File: config.mk
export PLATFORM = sky130hd
export DESIGN_NAME = multicycle_controller
export DESIGN_NICKNAME = d
export VERILOG_FILES = /design/src/rtl/controller_pkg.sv /design/src/rtl/multicycle_controller_alu_decoder.sv /design/src/rtl/multicycle_controller.sv
export SDC_FILE = /design/constraint.sdc
export NUM_CORES = 1
export LEC_CHECK = 0
export ABC_CLOCK_PERIOD_IN_PS = 2440
export CAP_MARGIN = 20
export CORE_ASPECT_RATIO = 0.75
export CORE_UTILIZATION = 47
export DETAILED_ROUTE_END_ITERATION = 10
export PLACE_DENSITY_LB_ADDON = 0.2
export SLEW_MARGIN = 5
export SYNTH_ARGS = -nofsm -noshare
export SYNTH_HDL_FRONTEND = slang
export SYNTH_HIERARCHICAL = 1
export SYNTH_SLANG_ARGS = --single-unit
File: constraint.sdc
create_clock -name clk -period 2.44 [get_ports clk]
set_input_delay 0.366 -clock clk [delete_from_list [all_inputs] [get_ports clk]]
set_output_delay 0.366 -clock clk [all_outputs]
set_load 0.01 [all_outputs]
File: src/rtl/controller_pkg.sv
// Shared encodings for the multi-cycle MIPS controller: state enum, opcode/func
// constants, ALU control codes and datapath-select field layouts.
package controller_pkg;

  typedef enum logic [3:0] {
    S_FETCH     = 4'd0,
    S_DECODE    = 4'd1,
    S_MEM_ADDR  = 4'd2,
    S_MEM_READ  = 4'd3,
    S_MEM_WB    = 4'd4,
    S_MEM_WRITE = 4'd5,
    S_R_EXEC    = 4'd6,
    S_R_WB      = 4'd7,
    S_BRANCH    = 4'd8,
    S_JUMP      = 4'd9,
    S_ADDI_EXEC = 4'd10,
    S_ADDI_WB   = 4'd11,
    S_FAULT     = 4'd12
  } state_e;

  localparam logic [5:0] OP_RTYPE = 6'b000000;
  localparam logic [5:0] OP_LW    = 6'b100011;
  localparam logic [5:0] OP_SW    = 6'b101011;
  localparam logic [5:0] OP_BEQ   = 6'b000100;
  localparam logic [5:0] OP_ADDI  = 6'b001000;
  localparam logic [5:0] OP_J     = 6'b000010;

  localparam logic [5:0] FN_ADD = 6'b100000;
  localparam logic [5:0] FN_SUB = 6'b100010;
  localparam logic [5:0] FN_AND = 6'b100100;
  localparam logic [5:0] FN_OR  = 6'b100101;
  localparam logic [5:0] FN_SLT = 6'b101010;

  localparam logic [3:0] ALU_ADD = 4'b0010;
  localparam logic [3:0] ALU_SUB = 4'b0110;
  localparam logic [3:0] ALU_AND = 4'b0000;
  localparam logic [3:0] ALU_OR  = 4'b0001;
  localparam logic [3:0] ALU_SLT = 4'b0111;

  localparam logic [1:0] SRCB_B      = 2'b00;
  localparam logic [1:0] SRCB_FOUR   = 2'b01;
  localparam logic [1:0] SRCB_IMM    = 2'b10;
  localparam logic [1:0] SRCB_IMM_SH = 2'b11;

  localparam logic [1:0] PC_ALU    = 2'b00;
  localparam logic [1:0] PC_ALUOUT = 2'b01;
  localparam logic [1:0] PC_JUMP   = 2'b10;

  localparam int MUX_REG_DST    = 0;
  localparam int MUX_REG_WRITE  = 1;
  localparam int MUX_ALU_SRC_A  = 2;
  localparam int MUX_ALU_SRC_B  = 3;
  localparam int MUX_MEM_TO_REG = 5;
  localparam int MUX_IORD       = 6;

  localparam int MEMC_IFETCH = 0;
  localparam int MEMC_WR     = 1;
  localparam int MEMC_RD     = 2;

endpackage

File: src/rtl/multicycle_controller_alu_decoder.sv
// R-type function field to ALU control; legal also gates R-type dispatch in DECODE.
module alu_decoder
  import controller_pkg::*;
#(
  parameter int FUNC_W = 6,
  parameter int ALU_W  = 4
) (
  input  logic [FUNC_W-1:0] func,
  output logic [ALU_W-1:0]  aluctrl,
  output logic              legal
);

  always_comb begin
    aluctrl = '0;
    legal   = 1'b1;
    case (func)
      FUNC_W'(FN_ADD): aluctrl = ALU_W'(ALU_ADD);
      FUNC_W'(FN_SUB): aluctrl = ALU_W'(ALU_SUB);
      FUNC_W'(FN_AND): aluctrl = ALU_W'(ALU_AND);
      FUNC_W'(FN_OR):  aluctrl = ALU_W'(ALU_OR);
      FUNC_W'(FN_SLT): aluctrl = ALU_W'(ALU_SLT);
      default:         legal   = 1'b0;
    endcase
  end

endmodule

File: src/rtl/multicycle_controller.sv
// Multi-cycle MIPS control FSM: fetch/decode/execute/mem/writeback sequencing,
// memory handshake with optional wait timeout into a sticky FAULT state.
module multicycle_controller
  import controller_pkg::*;
#(
  parameter int OP_W        = 6,
  parameter int FUNC_W      = 6,
  parameter int ALU_W       = 4,
  parameter int MEM_TIMEOUT = 16
) (
  input  logic              clk,
  input  logic              reset,
  input  logic [OP_W-1:0]   op,
  input  logic [FUNC_W-1:0] func,
  input  logic              zero,
  input  logic              mem_ready,
  output logic [6:0]        muxctrl,
  output logic [2:0]        memctrl,
  output logic [ALU_W-1:0]  aluctrl,
  output logic [1:0]        pc_src,
  output logic              pc_write,
  output logic              ir_write,
  output logic              instr_done,
  output logic              illegal,
  output logic              fault,
  output logic [3:0]        state
);

  localparam int CNT_W = (MEM_TIMEOUT < 2) ? 1 : $clog2(MEM_TIMEOUT + 1);

  state_e             state_q, state_d;
  logic [CNT_W-1:0]   cnt_q, cnt_d;
  logic [ALU_W-1:0]   func_alu;
  logic               func_legal;
  logic               mem_wait, timeout_hit;

  logic [6:0]         mux_c;
  logic [2:0]         mem_c;
  logic [ALU_W-1:0]   alu_c;
  logic [1:0]         pcs_c;
  logic               pcw_c, irw_c, done_c, ill_c, flt_c;

  alu_decoder #(.FUNC_W(FUNC_W), .ALU_W(ALU_W)) u_alu_dec (
    .func    (func),
    .aluctrl (func_alu),
    .legal   (func_legal)
  );

  assign mem_wait    = (state_q inside {S_FETCH, S_MEM_READ, S_MEM_WRITE}) && !mem_ready;
  // Deadline is the MEM_TIMEOUT-th consecutive wait cycle; ready on that cycle still wins.
  assign timeout_hit = (MEM_TIMEOUT > 0) && mem_wait && (int'(cnt_q) == MEM_TIMEOUT - 1);

  always_comb begin
    cnt_d = '0;
    if (MEM_TIMEOUT > 0 && mem_wait && !timeout_hit) cnt_d = cnt_q + 1'b1;
  end

  always_comb begin
    state_d = state_q;
    mux_c   = '0;
    mem_c   = '0;
    alu_c   = '0;
    pcs_c   = PC_ALU;
    pcw_c   = 1'b0;
    irw_c   = 1'b0;
    done_c  = 1'b0;
    ill_c   = 1'b0;
    flt_c   = 1'b0;
    case (state_q)
      S_FETCH: begin
        mem_c[MEMC_IFETCH]        = 1'b1;
        mux_c[MUX_ALU_SRC_B +: 2] = SRCB_FOUR;
        alu_c                     = ALU_W'(ALU_ADD);
        if (mem_ready) begin
          irw_c   = 1'b1;
          pcw_c   = 1'b1;
          state_d = S_DECODE;
        end else if (timeout_hit) begin
          state_d = S_FAULT;
        end
      end
      S_DECODE: begin
        mux_c[MUX_ALU_SRC_B +: 2] = SRCB_IMM_SH;
        alu_c                     = ALU_W'(ALU_ADD);
        if (op == OP_W'(OP_RTYPE) && func_legal)         state_d = S_R_EXEC;
        else if (op == OP_W'(OP_LW) || op == OP_W'(OP_SW)) state_d = S_MEM_ADDR;
        else if (op == OP_W'(OP_BEQ))                     state_d = S_BRANCH;
        else if (op == OP_W'(OP_ADDI))                    state_d = S_ADDI_EXEC;
        else if (op == OP_W'(OP_J))                       state_d = S_JUMP;
        else begin
          ill_c   = 1'b1;
          state_d = S_FETCH;
        end
      end
      S_MEM_ADDR: begin
        mux_c[MUX_ALU_SRC_A]      = 1'b1;
        mux_c[MUX_ALU_SRC_B +: 2] = SRCB_IMM;
        alu_c                     = ALU_W'(ALU_ADD);
        state_d = (op == OP_W'(OP_LW)) ? S_MEM_READ : S_MEM_WRITE;
      end
      S_MEM_READ: begin
        mem_c[MEMC_RD]  = 1'b1;
        mux_c[MUX_IORD] = 1'b1;
        if (mem_ready)        state_d = S_MEM_WB;
        else if (timeout_hit) state_d = S_FAULT;
      end
      S_MEM_WB: begin
        mux_c[MUX_REG_WRITE]  = 1'b1;
        mux_c[MUX_MEM_TO_REG] = 1'b1;
        done_c  = 1'b1;
        state_d = S_FETCH;
      end
      S_MEM_WRITE: begin
        mem_c[MEMC_WR]  = 1'b1;
        mux_c[MUX_IORD] = 1'b1;
        if (mem_ready) begin
          done_c  = 1'b1;
          state_d = S_FETCH;
        end else if (timeout_hit) begin
          state_d = S_FAULT;
        end
      end
      S_R_EXEC: begin
        mux_c[MUX_ALU_SRC_A]      = 1'b1;
        mux_c[MUX_ALU_SRC_B +: 2] = SRCB_B;
        alu_c   = func_alu;
        state_d = S_R_WB;
      end
      S_R_WB: begin
        mux_c[MUX_REG_DST]   = 1'b1;
        mux_c[MUX_REG_WRITE] = 1'b1;
        done_c  = 1'b1;
        state_d = S_FETCH;
      end
      S_BRANCH: begin
        mux_c[MUX_ALU_SRC_A]      = 1'b1;
        mux_c[MUX_ALU_SRC_B +: 2] = SRCB_B;
        alu_c   = ALU_W'(ALU_SUB);
        pcs_c   = PC_ALUOUT;
        pcw_c   = zero;
        done_c  = 1'b1;
        state_d = S_FETCH;
      end
      S_JUMP: begin
        pcs_c   = PC_JUMP;
        pcw_c   = 1'b1;
        done_c  = 1'b1;
        state_d = S_FETCH;
      end
      S_ADDI_EXEC: begin
        mux_c[MUX_ALU_SRC_A]      = 1'b1;
        mux_c[MUX_ALU_SRC_B +: 2] = SRCB_IMM;
        alu_c   = ALU_W'(ALU_ADD);
        state_d = S_ADDI_WB;
      end
      S_ADDI_WB: begin
        mux_c[MUX_REG_WRITE] = 1'b1;
        done_c  = 1'b1;
        state_d = S_FETCH;
      end
      S_FAULT: flt_c = 1'b1;
      default: state_d = S_FETCH;
    endcase
  end

  always_ff @(posedge clk) begin
    if (!reset) begin
      state_q <= S_FETCH;
      cnt_q   <= '0;
    end else begin
      state_q <= state_d;
      cnt_q   <= cnt_d;
    end
  end

  // Holding reset silences everything immediately, before the next edge lands.
  assign muxctrl    = reset ? mux_c  : '0;
  assign memctrl    = reset ? mem_c  : '0;
  assign aluctrl    = reset ? alu_c  : '0;
  assign pc_src     = reset ? pcs_c  : '0;
  assign pc_write   = reset && pcw_c;
  assign ir_write   = reset && irw_c;
  assign instr_done = reset && done_c;
  assign illegal    = reset && ill_c;
  assign fault      = reset && flt_c;
  assign state      = reset ? state_q : 4'd0;

endmodule

After elaboration in Yosys (flattened, before gate mapping)
Index checks and enable logic that the tools add are counted.
{"block": "totals", "ff_bits": 9, "in_bits": 16, "out_inout_bits": 25}
{"block": "classes", "add_sub_neg": 1, "eq_ne": 23, "mux": 40, "n_reduce_logical": 23}
{"operator": "$mux 4", "count": 11}
{"operator": "$eq 6x6->1 const B", "count": 7}
{"operator": "$pmux 4 s8", "count": 1}
{"operator": "$eq 4x4->1 const B", "count": 5}
{"operator": "$mux 1", "count": 18}
{"operator": "$eq 4x3->1 const B", "count": 4}
{"operator": "$pmux 3 s4", "count": 1}
{"operator": "$pmux 4 s3", "count": 1}
{"operator": "$reduce_or 5->1", "count": 2}
{"operator": "$logic_and 1x1->1", "count": 9}
{"operator": "$eq 4x2->1 const B", "count": 2}
{"operator": "$reduce_or 4->1", "count": 2}
{"operator": "$mux 7", "count": 1}
{"operator": "$eq 6x2->1 const B", "count": 1}
{"operator": "$eq 6x3->1 const B", "count": 1}
{"operator": "$eq 6x4->1 const B", "count": 1}
{"operator": "$logic_not 6->1", "count": 1}
{"operator": "$mux 3", "count": 2}
{"operator": "$pmux 2 s3", "count": 1}
{"operator": "$add 5x1->5 const B", "count": 1}
{"operator": "$eq 5x5->1 const B", "count": 1}
{"operator": "$eq 4x1->1 const B", "count": 1}
{"operator": "$logic_not 4->1", "count": 1}
{"operator": "$pmux 2 s2", "count": 1}
{"operator": "other kinds (9)", "count": 11}

Depth between registers and ports, before layout
Gate-level depths: netlist of run 1.
{"block": "depth", "ltp_word": 8, "mapped_depth": 7}

Cells and area by module
The synthesis of run 1 kept the hierarchy.
{"mod": "multicycle_controller", "instances": 1, "cells_each": 142, "area_per_inst_um2": 974.7}
{"mod": "alu_decoder", "instances": 1, "cells_each": 11, "area_per_inst_um2": 82.6}

Worst setup path after synthesis of run 1
Ideal clock, no wire load.
{"block": "synth_path", "kind": "register -> output", "startpoint": "register state_q[2]", "endpoint": "output port illegal", "arrival_ns": 1.373, "required_time_ns": 2.074, "path_slack_ns": 0.701, "path_stages_with_launch": 6, "n_path_buf": 1, "cell_sequence": "dfxtp_1 -> buf_2 -> or3_1 -> inv_1 -> nand2_1 -> a211oi_1"}
{"block": "synth_between", "elab_chain_cells": 3}
{"item": "from (decl)", "line": "multicycle_controller.sv:31", "rtl": "state_e state_q, state_d;"}
{"item": "from (signal assigned)", "line": "multicycle_controller.sv:171", "rtl": "state_q <= state_d;"}
{"item": "$eq 4x1->1", "line": "multicycle_controller.sv:69", "rtl": "case (state_q)"}
{"item": "$mux 1", "line": "multicycle_controller.sv:69"}
{"item": "$logic_and 1x1->1", "line": "multicycle_controller.sv:184", "rtl": "assign illegal = reset && ill_c;"}
{"item": "to (decl)", "line": "multicycle_controller.sv:24", "rtl": "output logic illegal,"}
Every way passes these cells.

Worst setup path after layout of run 1
{"block": "layout_path", "startpoint": "input port func[2]", "endpoint": "output port aluctrl[2]"}
{"block": "layout_between", "elab_chain_cells": 4, "elab_cells_between_ends": 7, "cone_classes": "4 x eq/ne; 3 x mux"}
{"item": "from (decl)", "line": "multicycle_controller.sv:14", "rtl": "input logic [FUNC_W-1:0] func,"}
{"item": "$eq 6x6->1", "line": "multicycle_controller_alu_decoder.sv:16", "rtl": "case (func)"}
{"item": "$pmux 3 s4 (*)", "line": "multicycle_controller_alu_decoder.sv:16"}
{"item": "via func_alu[2]", "line": "multicycle_controller.sv:33", "rtl": "logic [ALU_W-1:0] func_alu;"}
{"item": "$pmux 4 s3 (*)", "line": "multicycle_controller.sv:69"}
{"item": "$mux 4 (*)", "line": "multicycle_controller.sv:179", "rtl": "assign aluctrl = reset ? alu_c : '0;"}
{"item": "to (decl)", "line": "multicycle_controller.sv:19", "rtl": "output logic [ALU_W-1:0] aluctrl,"}
The timed path passes the listed nets; every way through them passes the cells marked *.

==> results of run 1 <==
[final cells by class]
class,instances,area (um^2),area share
sequential,9,183,0.112
timing repair buffer,57,533,0.328
tap,24,30.0,0.0185
inverter,6,23.8,0.0146
multi-input combinational,127,827,0.509
clock buffer,3,22.5,0.0139
clock inverter,1,5.00,0.00308
[worst register-to-register path: stages, from the launching register on]
cell and delay (ns):
dfxtp_1 0.33, ha_1 0.22, and3_1 0.19, ha_1 0.26
nor2_1 0.27, nand3_1 0.11, a31o_2 0.27, a21oi_1 0.13
[layout by cell type, fill, tap and decap left out, drive strengths merged, types with 3 or more instances in the layout]
cell type      instances
nor3                   7
dfxtp                  9
clkbuf                 3
dlymetal6s2s           4
nor2b                  9
nand2b                 6
clkdlybuf4s50         33
o21ai                  9
nand2                  8
nor4                   5
inv                    5
and2                   6
and3                   7
nand3                  5
xnor2                  3
buf                   18
a21oi                  8
nor2                  19
[stage by stage]
stage	setup slack (ns)	total power, uW	hold WS (ns)	instances	utilization
floorplan	0.701	214	0.418	153	-
global placement	-0.0998	283	0.429	223	0.755
detailed placement	-0.141	287	0.445	223	0.755
CTS	0.00964	403	0.458	227	0.772
global route	-0.0214	423	0.463	227	0.786
finish	0.0296	409	0.455	227	0.786
[per-layer routing]
layer | GRT usage | vias to the layer above
met5 | 0 | -
met1 | 0.324 | 609
met4 | 0.137 | 0
li1 | - | 657
met2 | 0.460 | 65
met3 | 0.0366 | 9
[path summary, 6_finish.rpt]
check / cells past startpoint / start / to / slack (ns)
max reg2reg: 7 / cnt_q[0]$_SDFF_PN0_ / state_q[0]$_SDFFE_PN0P_ / 0.60
min reg2reg: 1 / cnt_q[0]$_SDFF_PN0_ / cnt_q[0]$_SDFF_PN0_ / 0.45
min: 1 / cnt_q[0]$_SDFF_PN0_ / cnt_q[0]$_SDFF_PN0_ / 0.45
max: 5 / func[2] / aluctrl[2] / 0.03
[power by group through the flow]
| stage | Clock, uW | Sequential [uW] | Combinational [uW] |
|---|---|---|---|
| after floorplan | 0 | 155 | 58.2 |
| after detailed placement | 0 | 159 | 128 |
| after global placement | 0 | 159 | 124 |
| after global routing | 125 | 157 | 142 |
| after CTS | 118 | 156 | 128 |
| final | 122 | 156 | 131 |
[logic make-up (layout without fill, tap and decap cells)]
logic type / Yosys count / after routing / synth area share
other: 1 / 1 / 0.00355
AO/OA/AOI/OAI: 36 / 36 / 0.236
XOR/XNOR: 5 / 5 / 0.0414
flip-flops: 9 / 9 / 0.170
adder cells (fa/ha/maj): 2 / 2 / 0.0237
buffers and inverters: 17 / 67 / 0.0710
multiplexers: 2 / 2 / 0.0201
AND/OR/NAND/NOR: 81 / 81 / 0.434
[flip-flops by register name, summed over array words and instances (netlist names)]
| signal | cells |
|---|---|
| cnt_q | 5 |
| state_q | 4 |
[timing repair]
action,CTS,global route
hold buffers,0,0
endpoints found under the setup margin,6,6
cloned,0,0
resized for setup,6,9
==> impl_results.md, run 1 <==
- Run status: finished, violations left
- Failing checks: design-rule violations
- Fin nets: 222
- Vias in the first global route: about 1200
- Post-DP HPWL: 2.48 mm
- Yosys warnings: 6
- Most used cell, CP: clkdlybuf4s50_1
- Dominant cell by count in the synthesized netlist: nor2_1
- Commonest cells in the netlist: nor2_1, dfxtp_1, nor2b_1, o21ai_0
- ANT nets after route: 0
- Drt drc: 8
- Num ports: roughly 40
- Core Region: 2070 um^2
- Cells after Synth: 153
- Syn avg cell area: 6.91 um^2
- Lkg Pwr: 0.000693 uW
- Avg Vias per Cell: 5.90
- First-pass GRT wire length: ~5.1 mm
- Ys async rst share: 0
- VDD IR max: approximately 0.00028 V
- P_sw: 127 uW
- Cell Area, Synth: 1060 um^2
- Die Ht: about 43 um
- Largest net degree at the start of global routing: 25
- RSZ-0062 raised after global routing: true
- GRT overflow: 0
- Minimum clock period: 2.41 ns
- Combinational Power Share: 0.321
- Cell internal pwr: 282 uW
- DR WL/cell: 14.6 um
- Clock buffer depth: 2
- Worst path bufs/invs: 2
- # Post-CTS Setup Buffers: 0
- # diodes: 0
- GRT Util Overall: 0.266
- Area leader, netlist: dfxtp_1
- Max Cap Viol: 0
- Post-synth EDFFs: 0
- Area grow syn2layout: 53.6%
- Final setup viols: 0
- Placer Congestion: approximately 0.83
- FP Rows: 14
- DR iter-0 viols: 62
- Worst endpoint data arrival time: 2.04 ns
- Flops & latches, synth: 9
- Max-slew violations: 0
- Post-route clock period utilization: 0.988
- CP cell instances: clkdlybuf4s50_1 -> nor4b_2 -> a31oi_1 -> nor2_1 -> clkdlybuf4s50_1
- Overall routed net length: 3.31 mm
- First drt pass iteration count: 7
- Die area: roughly 2400 um^2
- Htree depth: 1
- Pwr/cell area: about 250 nW/um^2
- F_max: between 400 and 500 MHz
- Share of layout cells above drive strength 1: 0.182
- Area after DPL: 1560 um^2
- Setup Total Neg Slack: 0 ns
- Clock skew: 0.00746 ns
- Hold Crit Class: reg -> reg
- CP peak stage delay: roughly 0.55 ns
- CTS sink cnt: 9
- # fillers: 160
- CP Launch Type: input port
- Worst-path clk slew: 0.07 ns
- Initial Utilization: 0.512
- Synth unique cells: 50
- Slowest-stage cell, CP: clkdlybuf4s50_1
- CP top delay family: buffers and inverters
- Clock latency at the later pin of the worst-skew pair: 0.27 ns
- Die width: approximately 57 um
- Synth Flop Type: dfxtp_1
- Register area share after synthesis: 0.170
- Num CTS Buffers: 3
- Final Hold Fails: 0
- Worst Path Max Fanout: 6
- Sequential fraction of design power: 0.382
- Initial antenna violation count: 0
- Syn_nets: 171
- Clk network pwr share: 0.297
- Required time worst endpoint: 2.07 ns
- Via count: around 1300
- Synth top area share: 0.170
- Critical path class: in -> out
- Sw frac: 0.311
- Buffers on Ports: 39
- Top cells by area, synth: dfxtp_1, nor2_1, nor2b_1, o21ai_0, and3_1
- Final instance area: 1620 um^2
- CTS tree: built
- Crit. End Element: output pin
- Root buffer selected by CTS: clkbuf_4
- Wl on met1: 1.45 mm
- Top Metal Used: met4
- Met3 WL: about 210 um
- Met2 wire length: 1.60 mm
Note: power is estimated with default switching activity, not from simulation.
==> inputs of run 2 (changes only) <==
--- a/config.mk
+++ b/config.mk
@@ -11,6 +11,7 @@
 export CORE_UTILIZATION = 47
 export DETAILED_ROUTE_END_ITERATION = 10
 export PLACE_DENSITY_LB_ADDON = 0.2
+export SKIP_CTS_REPAIR_TIMING = 1
 export SLEW_MARGIN = 5
 export SYNTH_ARGS = -nofsm -noshare
 export SYNTH_HDL_FRONTEND = slang
==> impl_results.md, run 2 (synthesized netlist as in run 1, its figures left out) <==
- Minimum clock period: 2.38 ns
- DR WL/cell: 15.8 um
- Pwr/cell area: between 200 and 250 nW/um^2
- Final Hold Fails: 0
- Largest Register: cnt_q
- Initial antenna violation count: 0
- Hold Crit Class: reg -> reg
- Overall routed net length: 3.66 mm
- Area grow syn2layout: 59.6%
- GRT overflow: 0
- Placer Congestion: about 0.83
- Run status: finished, violations left
- Worst Path Max Fanout: 4
- Critical path class: in -> out
- Slowest-stage cell, CP: clkdlybuf4s50_1
- Clock buffer depth: 2
- CP peak stage delay: approximately 0.54 ns
- Via count: roughly 1400
- Core Region: 2070 um^2
- Drt drc: 8
- Worst-path clk slew: 0.06 ns
- ANT nets after route: 0
- Hold_ws: 0.454 ns
- Most common cell after layout, fill and taps aside: clkdlybuf4s50_1
- Max Cap Viol: 0
- Worst path bufs/invs: 2
- CP top delay family: buffers and inverters
- Worst endpoint data arrival time: 2.01 ns
- Final setup viols: 0
- Die Ht: roughly 43 um
- Clock skew: 0.00172 ns
- Fin nets: 226
- Max-slew violations: 0
- # fillers: between 100 and 150
- Avg Vias per Cell: roughly 6.0
- Clock latency at the later pin of the worst-skew pair: about 0.27 ns
- Vias in the first global route: 1178
- CTS tree: built
- RSZ-0062 raised after global routing: true
- Num CTS Buffers: 3
- Share of layout cells above drive strength 1: 0.198
- CP cell instances: clkdlybuf4s50_1 -> nand2b_2 -> nor4b_4 -> a31oi_1 -> nor2_1 -> clkdlybuf4s50_1
- Die area: roughly 2400 um^2
- FP Rows: 14
- Biggest regs: cnt_q x5, state_q x4
- Most used cell, CP: clkdlybuf4s50_1
- Cell Count Post-Placement: 223
- F_max: 421 MHz
- VDD IR max: 0.000298 V
- CTS sink cnt: 9
- Max reg flops: 5
- Lkg Pwr: around 0.00075 uW
- GRT Util Overall: 0.265
- Most frequent cells in the layout: clkdlybuf4s50_1, buf_4, nor2_1, o21ai_0
- Num ports: between 40 and 50
- Initial Utilization: 0.512
- Buffers on Ports: 39
- Post-route clock period utilization: 0.974
- FF-to-FF setup slack: 0.53 ns
- First drt pass iteration count: 7
- Root buffer selected by CTS: clkbuf_4
- CP Launch Type: input port
- Post-DP HPWL: approximately 2.5 mm
- Htree depth: 1
- Largest net degree at the start of global routing: 25
- Crit. End Element: output pin
- Non-Filler Instances: between 200 and 250
- # diodes: 0
- First-pass GRT wire length: ~5.1 mm
- Failing checks: design-rule violations
- DR iter-0 viols: 83
- Die width: 56.8 um
- Required time worst endpoint: 2.07 ns
==> run 2: cell types whose count changed in the layout (fill, tap and decap cells not counted), sizes merged <==
cell	delta
dlygate4sd2	-2
clkinvlp	+1
dlymetal6s2s	+3
buf	+4
clkdlybuf4s50	-1
clkinv	-1
==> run 2: metal layers <==
metal  vias to the layer above  track usage  share of wire
li1                        666            -              -
met1                       632        0.326           0.41
met2                        79        0.448           0.48
met3                        19       0.0396          0.076
met4                         0        0.146          0.032
met5                         -            0              0
==> run 2: worst reg2reg max path, delay by kind of cell, from the launching register on <==
family	cells	cell delay [ns]
simple gates	3	0.62
fa+ha+maj	2	0.48
compound gates	2	0.42
flops	1	0.32
==> run 2: final timing paths <==
kind / cells after the start / endpoint / start
max: 6 / aluctrl[2] / func[4]
min reg2reg: 1 / cnt_q[0]$_SDFF_PN0_ / cnt_q[0]$_SDFF_PN0_
min: 1 / cnt_q[0]$_SDFF_PN0_ / cnt_q[0]$_SDFF_PN0_
max reg2reg: 7 / state_q[0]$_SDFFE_PN0P_ / cnt_q[0]$_SDFF_PN0_
==> run 2: metrics by stage <==
| stage | util | setup WS [ns] | area [um^2] | setup TNS (ns) | power [uW] |
|---|---|---|---|---|---|
| detailed placement | 0.755 | -0.141 | 1560 | -0.276 | 287 |
| finish | 0.817 | 0.0632 | 1690 | 0 | 414 |
| global route | 0.817 | 0.0247 | 1690 | 0 | 429 |
| floorplan | - | 0.701 | 1060 | 0 | 214 |
| global placement | 0.755 | -0.0998 | 1560 | -0.169 | 283 |
| CTS | 0.768 | -0.149 | 1590 | -0.437 | 403 |
==> run 2: report_power, final <==
group	total, uW	internal [uW]	leakage [uW]	switching (uW)
Combinational	138	73.1	0.000658	65.0
Sequential	156	150	0.0000738	6.33
Clock	119	60.8	0.0000177	58.4
Total	414	284	0.000749	130
==> run 2: layout make-up <==
class / count / area, um^2 / share of cell area
repair buffers: 61 / 573 / 0.340
well taps: 24 / 30.0 / 0.0178
multi-input cells: 127 / 848 / 0.503
clock inverters: 1 / 5.00 / 0.00297
inverters: 6 / 26.3 / 0.0156
clock buffers: 3 / 22.5 / 0.0133
flip-flops and latches: 9 / 183 / 0.108
